## config.mk

```make
export PLATFORM = sky130hd
export DESIGN_NAME = sensor_scan_receiver
export DESIGN_NICKNAME = d
export VERILOG_FILES = /design/src/rtl/sensor_scan_receiver.sv
export SDC_FILE = /design/constraint.sdc
export NUM_CORES = 1
export LEC_CHECK = 0
export BUFFER_PORTS_ARGS = -buffer_cell sky130_fd_sc_hd__buf_2
export CORE_UTILIZATION = 40
export DETAILED_ROUTE_END_ITERATION = 16
export GPL_TIMING_DRIVEN = 0
export PLACE_DENSITY_LB_ADDON = 0.15
export SETUP_SLACK_MARGIN = 0.05
export SYNTH_ARGS = -nofsm -noshare
export SYNTH_HDL_FRONTEND = slang
export SYNTH_SLANG_ARGS = --single-unit
```

## constraint.sdc

```tcl
create_clock -name clock -period 3.3 [get_ports clock]
set_input_delay 0.165 -clock clock [delete_from_list [all_inputs] [get_ports clock]]
set_output_delay 0.165 -clock clock [all_outputs]
set_load 0.005 [all_outputs]
```

## src/rtl/sensor_scan_receiver.sv

```systemverilog
// Scans a bank of sensors through one-hot active-low selects and one shared sense line, then debounces each channel into stable registered levels.
// Optional water-level plausibility check: define SENSOR_CONFLICT_CHECK_EN.
module sensor_scan_receiver #(
  parameter int CHANNELS      = 6,
  parameter int SETTLE_CYCLES = 4,
  parameter int DEBOUNCE      = 3
) (
  input  logic                clock,
  input  logic                reset,
  input  logic                sense_in,
  output logic [CHANNELS-1:0] sensor_select,
  output logic [CHANNELS-1:0] sensors,
  output logic                sensors_valid,
  output logic                sensor_changed,
  output logic                level_conflict
);

  localparam int LAST_PHASE = SETTLE_CYCLES + 1;
  localparam int PW = $clog2(LAST_PHASE + 1);
  localparam int CW = (CHANNELS > 1) ? $clog2(CHANNELS) : 1;
  localparam int DW = $clog2(DEBOUNCE + 1);

  localparam logic [PW-1:0] SAMPLE_PH = PW'(SETTLE_CYCLES);
  localparam logic [PW-1:0] LAST_PH   = PW'(LAST_PHASE);
  localparam logic [CW-1:0] LAST_CH   = CW'(CHANNELS - 1);
  localparam logic [DW-1:0] DEB_MAX   = DW'(DEBOUNCE);

  logic [PW-1:0]                phase_q, phase_d;
  logic [CW-1:0]                ch_q, ch_d;
  logic [CHANNELS-1:0]          cand_q, cand_d;
  logic [CHANNELS-1:0][DW-1:0]  cnt_q, cnt_d;
  logic [CHANNELS-1:0]          acc_q, acc_d;
  logic [CHANNELS-1:0]          sensors_q, sensors_d;
  logic                         valid_q, valid_d;
  logic                         changed_q, changed_d;
  logic                         conflict_q, conflict_d;
  logic                         accept;
  logic [CHANNELS-1:0]          next_sens;

  always_comb begin
    phase_d    = phase_q;
    ch_d       = ch_q;
    cand_d     = cand_q;
    cnt_d      = cnt_q;
    acc_d      = acc_q;
    sensors_d  = sensors_q;
    conflict_d = conflict_q;
    accept     = 1'b0;
    next_sens  = sensors_q;

    if (phase_q == LAST_PH) begin
      phase_d = '0;
      ch_d    = (ch_q == LAST_CH) ? '0 : ch_q + CW'(1);
    end else begin
      phase_d = phase_q + PW'(1);
    end

    if (phase_q == SAMPLE_PH) begin
      if (sense_in == cand_q[ch_q]) begin
        if (cnt_q[ch_q] != DEB_MAX) cnt_d[ch_q] = cnt_q[ch_q] + DW'(1);
      end else begin
        cand_d[ch_q] = sense_in;
        cnt_d[ch_q]  = DW'(1);
      end
      accept = (cnt_d[ch_q] == DEB_MAX);
    end

    if (accept) begin
      acc_d[ch_q]     = 1'b1;
      next_sens[ch_q] = cand_d[ch_q];
`ifdef SENSOR_CONFLICT_CHECK_EN
      // Water probes must read as a filled column from the bottom up.
      if (ch_q < CW'(3)) begin
        conflict_d = !(next_sens[2:0] inside {3'b000, 3'b001, 3'b011, 3'b111});
        if (conflict_d) next_sens[2:0] = sensors_q[2:0];
      end
`endif
      sensors_d = next_sens;
    end

    changed_d = (sensors_d != sensors_q);
    valid_d   = &acc_d;
  end

  always_ff @(posedge clock) begin
    if (reset) begin
      phase_q    <= '0;
      ch_q       <= '0;
      cand_q     <= '0;
      cnt_q      <= '0;
      acc_q      <= '0;
      sensors_q  <= '0;
      valid_q    <= 1'b0;
      changed_q  <= 1'b0;
      conflict_q <= 1'b0;
    end else begin
      phase_q    <= phase_d;
      ch_q       <= ch_d;
      cand_q     <= cand_d;
      cnt_q      <= cnt_d;
      acc_q      <= acc_d;
      sensors_q  <= sensors_d;
      valid_q    <= valid_d;
      changed_q  <= changed_d;
      conflict_q <= conflict_d;
    end
  end

  // Select is decoded from registered slot state; the last phase of each slot blanks.
  always_comb begin
    sensor_select = '1;
    if (!reset && phase_q <= SAMPLE_PH) sensor_select[ch_q] = 1'b0;
  end

  assign sensors        = sensors_q;
  assign sensors_valid  = valid_q;
  assign sensor_changed = changed_q;
  assign level_conflict = conflict_q;

endmodule
```

==> impl_metrics.csv, run 1 <==
group,metric,value,unit
timing,skew,0.00872,ns
timing,post-route-min-period,3.30,ns
routing,routed_wl,6940,um
pwr,power_leakage,1.04,nW
synth,ys_seq_elements,38,
worst_setup_path,cpPeakStageDelay,0.47,ns
synth,synth_edf_count,0,
timing,relSlewSlack,0.466,
routing,remaining_drc_errors,0,
timing,finalHoldViolations,0,
floorplanning,start_util,0.417,
placement,io_buffer_count,15,
floorplanning,ios,18,
layout,drive_gt1_frac,0.254,
synth,netlist_instances,294,
clocking,numCtsBuffers,5,
min_path,worstHoldPathType,"primary input to flop",
pwr,peakVddDrop,0.222,mV
global_routing,grt_overflow,0,
clocking,cts_tree,"built",
worst_setup_path,reg2reg_depth,15,
synth,async_reset_ff_frac,0,
synth,synth-warning-count,0,
timing,setup_tns,0,ns
layout,antenna_cells,0,
clocking,cts_max_level,2,
timing,rsz0062_at_grt,"yes",
pwr,p_total,919,uW
clocking,clock_latency,0.30,ns
worst_setup_path,cp_cell_sequence,"buf_6 -> clkbuf_16 -> clkbuf_16 -> mux4_2 -> inv_2 -> o22ai_2 -> ha_4 -> and3b_1 -> a31oi_1 -> a2111oi_2 -> a21oi_1 -> or3_4 -> a21oi_4 -> or4b_4 -> nor3_2",
routing,routedWlPerCell,17.1,um
synth,synth_cell_types,57,
worst_setup_path,cpMaxStageDelayCell,"or4b_4",
global_routing,grt_start_max_net_pins,13,
timing,max_freq,303,MHz
synth,syn_avg_cell_area,7.81,um2
clocking,cts_hold_buf,0,
layout,multi_input_area,1510,um2
clocking,path_clk_slew,0.08,ns
placement,finalWeightedCongestion,0.872,
routing,final_antenna_net_count,0,
clocking,clk_path_buf_depth,2,
outcome,status,"complete, no violations",
min_path,min_path_cells,2,
timing,timing.final.crit_share,0.999,
timing,final-max-slew-violation-count,0,
worst_setup_path,cpMostUsedCell,"clkbuf_16",
worst_setup_path,rrSetupSlack,0.004,ns
timing,max_slew.worst_pin.slew,0.795,ns
clocking,clock_sinks,38,
layout,final_cell_mix,"nor2_1, dfxtp_1, a21oi_1",
timing,setup_viol,0,
floorplanning,core-area,5510,um2
worst_setup_path,cp.required,3.53,ns
routing,via_per_inst,5.69,
synth,synth_ff_type,"dfxtp_1",
layout,seq_area,763,um2
routing,drt_iter0_drc,238,
global_routing,grt_pass1_wl,11000,um
floorplanning,std_cell_rows,27,
flow_run,drv_cap,0,
floorplanning,die_area,6050,um2
routing,dr_total_vias,2310,
pwr,power.density,322,nW/um2
worst_setup_path,crit_buf_inv,4,
layout,final_common_cell,"nor2_1",
layout,fill_cells,537,
worst_setup_path,endpoint_kind,"flop",
layout,nNetsFinal,340,
global_routing,first_global_vias,2132,
worst_setup_path,startpoint_type,"flop",
routing,drt_first_pass_iters,4,
global_routing,grt_antenna_before_repair,0,
synth,synth.net_count,301,
worst_setup_path,worst-path-stages,15,
synth,netlist_area,2300,um2
worst_setup_path,criticalPathCategory,"flop to flop",
worst_setup_path,arrival,3.52,ns
synth,ys_seq_area_frac,0.331,
global_routing,track_usage,0.237,
worst_setup_path,path_max_fanout,10,
layout,area_growth,24.3,%
floorplanning,die_h,77.8,um
placement,place_hpwl,4710,um
clocking,root_buffer,"clkbuf_8",
floorplanning,die_w,77.8,um
worst_setup_path,crit_family,"simple AND/OR/NAND/NOR gates",
-- registers in the layout (all words and copies together) (netlist names) --
signal,cells
phase_q,3
cnt_q,12
sensors,6
cand_q,6
sensors_valid,1
ch_q,3
acc_q,6
sensor_changed,1
-- final cells by class --
cell class,count,area share
Buffer,19,0.0557
Clock buffer,6,0.0289
Clock inverter,2,0.00439
Inverter,9,0.0118
Multi-Input combinational cell,228,0.529
Sequential cell,38,0.268
Tap cell,72,0.0316
Timing Repair Buffer,32,0.0711
-- layer usage --
metal,share of wire,vias to the layer above,GRT usage
met4,0.021,0,0.0830
li1,-,1136,-
met2,0.45,81,0.370
met5,0,-,0
met3,0.071,14,0.0435
met1,0.45,1079,0.325
-- stage by stage --
stage                util  hold slack, ns  instance area (um2)  instances  worst slack, ns
floorplan               -           0.423                 2330        294           0.0841
global placement    0.452           0.434                 2490        381           -0.436
detailed placement  0.452           0.438                 2490        381           -0.429
CTS                 0.504           0.391                 2780        404          -0.0567
global route        0.518           0.454                 2850        406           -0.122
finish              0.518           0.429                 2850        406          0.00437
-- report_power, final --
part | leakage (nW) | internal (mW) | switching (mW)
sequential | 0.308 | 0.464 | 0.00406
clock | 0.0472 | 0.168 | 0.185
combinational | 0.681 | 0.0347 | 0.0619
-- cells in the mapped netlist (5+ instances only) --
cell type	count	share of area
mux2_2	6	0.029
nand2b_1	5	0.014
o21ai_0	16	0.035
clkbuf_1	11	0.018
a21oi_1	25	0.054
nor3_1	16	0.035
a211oi_1	8	0.026
mux2i_1	6	0.026
nor2_1	41	0.067
a31oi_1	6	0.016
dfxtp_1	38	0.33
inv_1	8	0.013
nand3_1	10	0.022
and3_1	6	0.016
and2_1	9	0.025
nand2_1	19	0.031
-- worst register-to-register path: stages, from the launching register on --
cell and delay (ns):
dfxtp_2 0.32, buf_6 0.13, clkbuf_16 0.16, clkbuf_16 0.16, mux4_2 0.30, inv_2 0.07, o22ai_2 0.09, ha_4 0.28
and3b_1 0.16, a31oi_1 0.06, a2111oi_2 0.28, a21oi_1 0.11, or3_4 0.39, a21oi_4 0.14, or4b_4 0.47, nor3_2 0.10
-- worst paths after layout --
path | to | start
setup reg to reg | sensors_valid$_SDFF_PP0_ | ch_q[1]$_SDFFE_PP0P_
hold reg to reg | acc_q[2]$_SDFF_PP0_ | acc_q[2]$_SDFF_PP0_
setup / recovery | sensors_valid$_SDFF_PP0_ | ch_q[1]$_SDFFE_PP0P_
hold / removal | cnt_q[10]$_SDFFE_PP0P_ | reset
-- repair_timing --
| action | CTS | global route |
|---|---|---|
| buffers inserted | 15 | 2 |
| resized for setup | 16 | 13 |
| pin swaps | 6 | 4 |
| setup endpoints to repair | 7 | 6 |
-- cell families after synthesis --
kind of cell | count (synthesis) | share of synthesized area
and+or+nand+nor | 121 | 0.261
AOI/OAI and AO/OA | 85 | 0.246
DFF | 38 | 0.331
buffers and inverters | 28 | 0.0556
muxes | 14 | 0.0719
adders and majority gates | 4 | 0.0218
xor gates and xnor gates | 3 | 0.0114
other | 1 | 0.00163
No activity file was read; power rests on OpenSTA's default activity.
==> run 2, diff against run 1 <==
--- a/config.mk
+++ b/config.mk
@@ -6,6 +6,7 @@
 export NUM_CORES = 1
 export LEC_CHECK = 0
 export BUFFER_PORTS_ARGS = -buffer_cell sky130_fd_sc_hd__buf_2
+export CAP_MARGIN = 10
 export CORE_UTILIZATION = 40
 export DETAILED_ROUTE_END_ITERATION = 16
 export GPL_TIMING_DRIVEN = 0
==> constraint.sdc (replaced) <==
create_clock -name clock -period 3.63 [get_ports clock]
set_input_delay 0.1815 -clock clock [delete_from_list [all_inputs] [get_ports clock]]
set_output_delay 0.1815 -clock clock [all_outputs]
set_load 0.005 [all_outputs]
==> impl_metrics.csv, run 2 (synthesis gave the netlist of run 1 again) <==
group,metric,value,unit
clocking,root_buffer,"clkbuf_8",
clocking,clk_path_buf_depth,2,
pwr,power.density,318,nW/um2
clocking,clock_latency,0.29,ns
placement,finalWeightedCongestion,0.911,
global_routing,grt_start_max_net_pins,12,
timing,relSlewSlack,0.450,
clocking,cts_tree,"built",
routing,routed_wl,6820,um
floorplanning,std_cell_rows,27,
layout,top_register,"cnt_q",
min_path,hp-start,"reset",
outcome,status,"complete, no violations",
timing,finalHoldViolations,0,
worst_setup_path,crit_family,"simple AND/OR/NAND/NOR gates",
routing,routedWlPerCell,17.0,um
worst_setup_path,rrSetupSlack,0.22,ns
timing,timing.final.crit_share,0.940,
worst_setup_path,arrival,3.64,ns
routing,dr_total_vias,2328,
worst_setup_path,crit_start,"ch_q[0]$_SDFFE_PP0P_",
layout,nNetsFinal,335,
pwr,power_leakage,1.02,nW
global_routing,track_usage,0.232,
worst_setup_path,criticalPathCategory,"flop to flop",
layout,fill_cells,555,
timing,max_freq,293,MHz
timing,final-max-slew-violation-count,0,
global_routing,grt_overflow,0,
timing,rsz0062_at_grt,"no",
worst_setup_path,path_max_fanout,10,
timing,max_slew.worst_pin.slew,0.819,ns
placement,io_buffer_count,15,
worst_setup_path,cpPeakStageDelay,0.51,ns
placement,place_hpwl,4800,um
layout,largest_reg_flops,12,
layout,final_common_cell,"nor2_1",
routing,remaining_drc_errors,0,
worst_setup_path,cp_cell_sequence,"buf_6 -> buf_8 -> mux4_2 -> inv_1 -> o22ai_1 -> ha_2 -> and3b_1 -> a31oi_1 -> a2111oi_2 -> a21oi_1 -> or3_4 -> a21oi_2 -> or4b_4 -> nor3_2",
worst_setup_path,cp.required,3.86,ns
timing,setup_tns,0,ns
worst_setup_path,cpMaxStageDelayCell,"mux4_2",
floorplanning,core-area,5510,um2
timing,setup_viol,0,
worst_setup_path,crit_buf_inv,3,
clocking,cts_hold_buf,0,
floorplanning,die_area,6050,um2
routing,final_antenna_net_count,0,
timing,hold_slack,0.359,ns
floorplanning,die_w,77.8,um
worst_setup_path,r2r-end,"sensors_valid$_SDFF_PP0_",
layout,area_growth,20.4,%
global_routing,first_global_vias,2187,
worst_setup_path,reg2reg_depth,14,
worst_setup_path,worst-path-stages,14,
global_routing,grt_pass1_wl,10800,um
global_routing,grt_antenna_before_repair,0,
routing,via_per_inst,5.82,
layout,antenna_cells,0,
flow_run,drv_cap,0,
floorplanning,die_h,77.8,um
worst_setup_path,endpoint,"sensors_valid$_SDFF_PP0_",
clocking,clock_sinks,38,
routing,drt_iter0_drc,184,
worst_setup_path,r2r-start,"ch_q[0]$_SDFFE_PP0P_",
clocking,path_clk_slew,0.08,ns
clocking,cts_max_level,2,
timing,skew,0.00827,ns
worst_setup_path,endpoint_kind,"flop",
floorplanning,ios,18,
pwr,peakVddDrop,0.227,mV
worst_setup_path,startpoint_type,"flop",
timing,post-route-min-period,3.41,ns
clocking,numCtsBuffers,5,
layout,final_cell_mix,"nor2_1, dfxtp_1, a21oi_1, nand2_1, buf_2",
floorplanning,start_util,0.417,
layout,drive_gt1_frac,0.216,
min_path,worstHoldPathType,"primary input to flop",
routing,drt_first_pass_iters,4,
==> run 2: cell types whose count changed in the layout (fill, tap and decap cells not counted), sizes merged <==
cell	delta
buf	-3
bufinv	+1
clkbuf	-3
clkinv	-1
clkinvlp	-1
dlymetal6s2s	+1
==> run 2: worst min-delay path by stage <==
| stage | endpoint | slack [ns] | depth (start not counted) |
|---|---|---|---|
| floorplan | acc_q[4]$_SDFF_PP0_ | 0.42 | 2 |
| global placement | acc_q[4]$_SDFF_PP0_ | 0.43 | 2 |
| detailed placement | acc_q[5]$_SDFF_PP0_ | 0.44 | 2 |
| CTS | acc_q[5]$_SDFF_PP0_ | 0.37 | 2 |
| global route | acc_q[5]$_SDFF_PP0_ | 0.39 | 2 |
| finish | acc_q[5]$_SDFF_PP0_ | 0.36 | 2 |
==> run 2: what timing repair did <==
item | CTS | global route
pin swaps | 2 | 6
gates resized for setup | 15 | 13
endpoints found under the setup margin | 10 | 3
setup buffers | 4 | 8
==> run 2: worst reg2reg max path, cell delays in order (launching register included) <==
cell,delay (ns)
dfxtp_1,0.32
buf_6,0.12
buf_8,0.14
mux4_2,0.51
inv_1,0.07
o22ai_1,0.07
ha_2,0.35
and3b_1,0.15
a31oi_1,0.05
a2111oi_2,0.32
a21oi_1,0.11
or3_4,0.38
a21oi_2,0.16
or4b_4,0.49
nor3_2,0.10
==> run 2: routing by layer <==
layer	part of all wire	up-vias	global-route usage
li1	-	1139	-
met4	0.026	0	0.109
met5	0	-	0
met3	0.059	17	0.0482
met2	0.45	70	0.358
met1	0.46	1102	0.307
==> run 2: per-stage QoR <==
stage	instances	power, mW	setup slack (ns)	util	cell area [um2]
global placement	381	0.513	-0.842	0.447	2460
finish	400	0.881	0.216	0.502	2770
floorplan	294	0.491	0.0675	-	2300
global route	400	0.915	0.0448	0.502	2770
detailed placement	381	0.513	-0.852	0.447	2460
CTS	392	0.882	0.0865	0.482	2660
==> run 2: where the power goes <==
| group | leakage (nW) | switching [mW] | total [mW] | internal (mW) |
|---|---|---|---|---|
| logic | 0.653 | 0.0548 | 0.0847 | 0.0300 |
| registers | 0.307 | 0.00362 | 0.426 | 0.422 |
| clock network | 0.0573 | 0.150 | 0.370 | 0.220 |
| total | 1.02 | 0.209 | 0.881 | 0.672 |
==> run 2: final cells by class <==
cell class | count | area [um2] | area share
buffer | 19 | 126 | 0.0457
clock buffer | 6 | 82.6 | 0.0299
clock inverter | 1 | 30.0 | 0.0109
inverter | 9 | 33.8 | 0.0122
multi-input combinational | 228 | 1470 | 0.532
sequential | 38 | 761 | 0.275
tap | 72 | 90.1 | 0.0326
timing repair buffer | 27 | 170 | 0.0615
==> run 3, diff against run 2 <==
--- a/config.mk
+++ b/config.mk
@@ -7,6 +7,7 @@
 export LEC_CHECK = 0
 export BUFFER_PORTS_ARGS = -buffer_cell sky130_fd_sc_hd__buf_2
 export CAP_MARGIN = 10
+export CORE_ASPECT_RATIO = 2
 export CORE_UTILIZATION = 40
 export DETAILED_ROUTE_END_ITERATION = 16
 export GPL_TIMING_DRIVEN = 0
==> impl_metrics.csv, run 3 (synthesis gave the netlist of run 1 again) <==
group,metric,value,unit
routing,drt_first_pass_iters,4,
pwr,switching_share,0.267,
clocking,cts_tree,"built",
layout,top_register,"cnt_q",
placement,finalWeightedCongestion,0.921,
clocking,clock_latency,0.30,ns
floorplanning,die_h,109,um
placement,io_buffer_count,15,
pwr,power_frac_comb,0.106,
layout,largest_reg_flops,12,
layout,antenna_cells,0,
floorplanning,die_w,55.6,um
clocking,root_buffer,"clkbuf_8",
global_routing,grt_overflow,0,
pwr,power_leakage,1.02,nW
clocking,path_clk_slew,0.08,ns
worst_setup_path,cpMaxStageDelayCell,"mux4_2",
routing,via_per_inst,5.86,
timing,final-max-slew-violation-count,0,
pwr,power.density,298,nW/um2
worst_setup_path,crit_family,"simple AND/OR/NAND/NOR gates",
timing,max_slew.worst_pin.slew,0.755,ns
layout,final_cell_mix,"nor2_1, dfxtp_1, a21oi_1, nand2_1, buf_2",
timing,finalHoldViolations,0,
placement,placed_cell_area,2450,um2
clocking,cts_max_level,2,
routing,drt_iter0_drc,81,
layout,nNetsFinal,339,
routing,final_antenna_net_count,0,
worst_setup_path,criticalPathCategory,"flop to flop",
clocking,clock_sinks,38,
timing,rsz0062_at_grt,"no",
worst_setup_path,cp.required,3.85,ns
outcome,status,"complete, no violations",
pwr,power.switching,221,uW
global_routing,grt_pass1_wl,11100,um
global_routing,first_global_vias,2219,
global_routing,track_usage,0.244,
routing,dr_total_vias,2304,
pwr,power_frac_clock,0.380,
placement,placed_cells,369,
layout,final_cells,393,
floorplanning,ios,18,
timing,setup_viol,0,
worst_setup_path,cpPeakStageDelay,0.50,ns
floorplanning,std_cell_rows,38,
timing,setup_tns,0,ns
worst_setup_path,path_max_fanout,6,
worst_setup_path,crit_buf_inv,3,
floorplanning,core-area,5470,um2
routing,routed_wl,7120,um
clocking,clk_path_buf_depth,2,
worst_setup_path,startpoint_type,"flop",
placement,place_hpwl,5270,um
floorplanning,die_area,6060,um2
worst_setup_path,endpoint_kind,"flop",
layout,area_growth,20.8,%
floorplanning,start_util,0.420,
timing,max_freq,287,MHz
worst_setup_path,arrival,3.70,ns
global_routing,grt_antenna_before_repair,0,
pwr,peakVddDrop,0.353,mV
flow_run,drv_cap,0,
routing,routedWlPerCell,18.1,um
min_path,worstHoldPathType,"primary input to flop",
timing,timing.final.crit_share,0.959,
layout,drive_gt1_frac,0.231,
global_routing,grt_start_max_net_pins,12,
worst_setup_path,cp_cell_sequence,"buf_6 -> buf_12 -> mux4_2 -> inv_2 -> o22ai_1 -> ha_2 -> and3b_1 -> a31oi_2 -> a2111oi_4 -> a21oi_1 -> or3_4 -> a21oi_4 -> or4b_4 -> nor3_2",
pwr,p_int,606,uW
timing,relSlewSlack,0.497,
layout,final_common_cell,"nor2_1",
timing,post-route-min-period,3.48,ns
routing,remaining_drc_errors,0,
timing,skew,0.00762,ns
layout,final_util,0.507,
pwr,seqPwrFrac,0.515,
layout,final_area,2770,um2
clocking,numCtsBuffers,5,
-- run 3: changes by cell type in the layout (fill, tap and decap cells not counted), sizes merged --
cell          previous run  this run
buf                     36        40
clkbuf                  15        17
bufinv                   1         0
clkinv                   1         2
dlymetal6s2s             1         0
-- run 3: what timing repair did --
action                     in CTS  in global routing
pin swaps                       3                  6
setup buffers                   4                 12
hold buffers                    0                  0
setup endpoints to repair      10                  3
resized for setup              18                 13
-- run 3: layout make-up --
class / instances / area [um2]
Fill cell: 554 / 2690
Multi-Input combinational cell: 228 / 1480
Sequential cell: 38 / 762
Timing Repair Buffer: 31 / 195
Buffer: 19 / 133
Clock buffer: 7 / 86.3
Tap cell: 60 / 75.1
Inverter: 9 / 33.8
Clock inverter: 1 / 5.00
-- run 3: per-stage QoR --
stage | power, mW | hold WS, ns | setup slack (ns)
6_report | 0.828 | 0.361 | 0.149
5_1_grt | 0.863 | 0.396 | 0.0225
4_1_cts | 0.830 | 0.368 | 0.0676
3_5_place_dp | 0.516 | 0.449 | -0.778
3_3_place_gp | 0.516 | 0.438 | -0.837
2_1_floorplan | 0.491 | 0.423 | 0.0675
-- run 3: worst register-to-register path: stages (launching register included) --
cell	delay, ns
dfxtp_2	0.33
buf_6	0.12
buf_12	0.12
mux4_2	0.50
inv_2	0.08
o22ai_1	0.08
ha_2	0.35
and3b_1	0.19
a31oi_2	0.06
a2111oi_4	0.32
a21oi_1	0.10
or3_4	0.36
a21oi_4	0.14
or4b_4	0.48
nor3_2	0.17
-- run 3: final timing paths --
| check | from | endpoint | slack [ns] | cells past startpoint |
|---|---|---|---|---|
| setup / recovery | ch_q[0]$_SDFFE_PP0P_ | sensors_valid$_SDFF_PP0_ | 0.15 | 14 |
| hold / removal | reset | acc_q[5]$_SDFF_PP0_ | 0.36 | 2 |
| setup reg to reg | ch_q[0]$_SDFFE_PP0P_ | sensors_valid$_SDFF_PP0_ | 0.15 | 14 |
| hold reg to reg | acc_q[2]$_SDFF_PP0_ | acc_q[2]$_SDFF_PP0_ | 0.46 | 2 |
-- run 3: routing by layer --
metal / track usage / up-vias / share of wire
li1: - / 1140 / -
met1: 0.243 / 1095 / 0.38
met2: 0.467 / 55 / 0.56
met3: 0.0380 / 14 / 0.030
met4: 0.141 / 0 / 0.031
met5: 0 / - / 0
-- run 3: power groups by stage --
stage,clock network (mW),registers (mW),logic (mW)
after floorplan,0,0.435,0.0569
after global placement,0,0.436,0.0802
after detailed placement,0,0.436,0.0806
after CTS,0.322,0.426,0.0822
after global routing,0.341,0.427,0.0953
final,0.314,0.426,0.0875
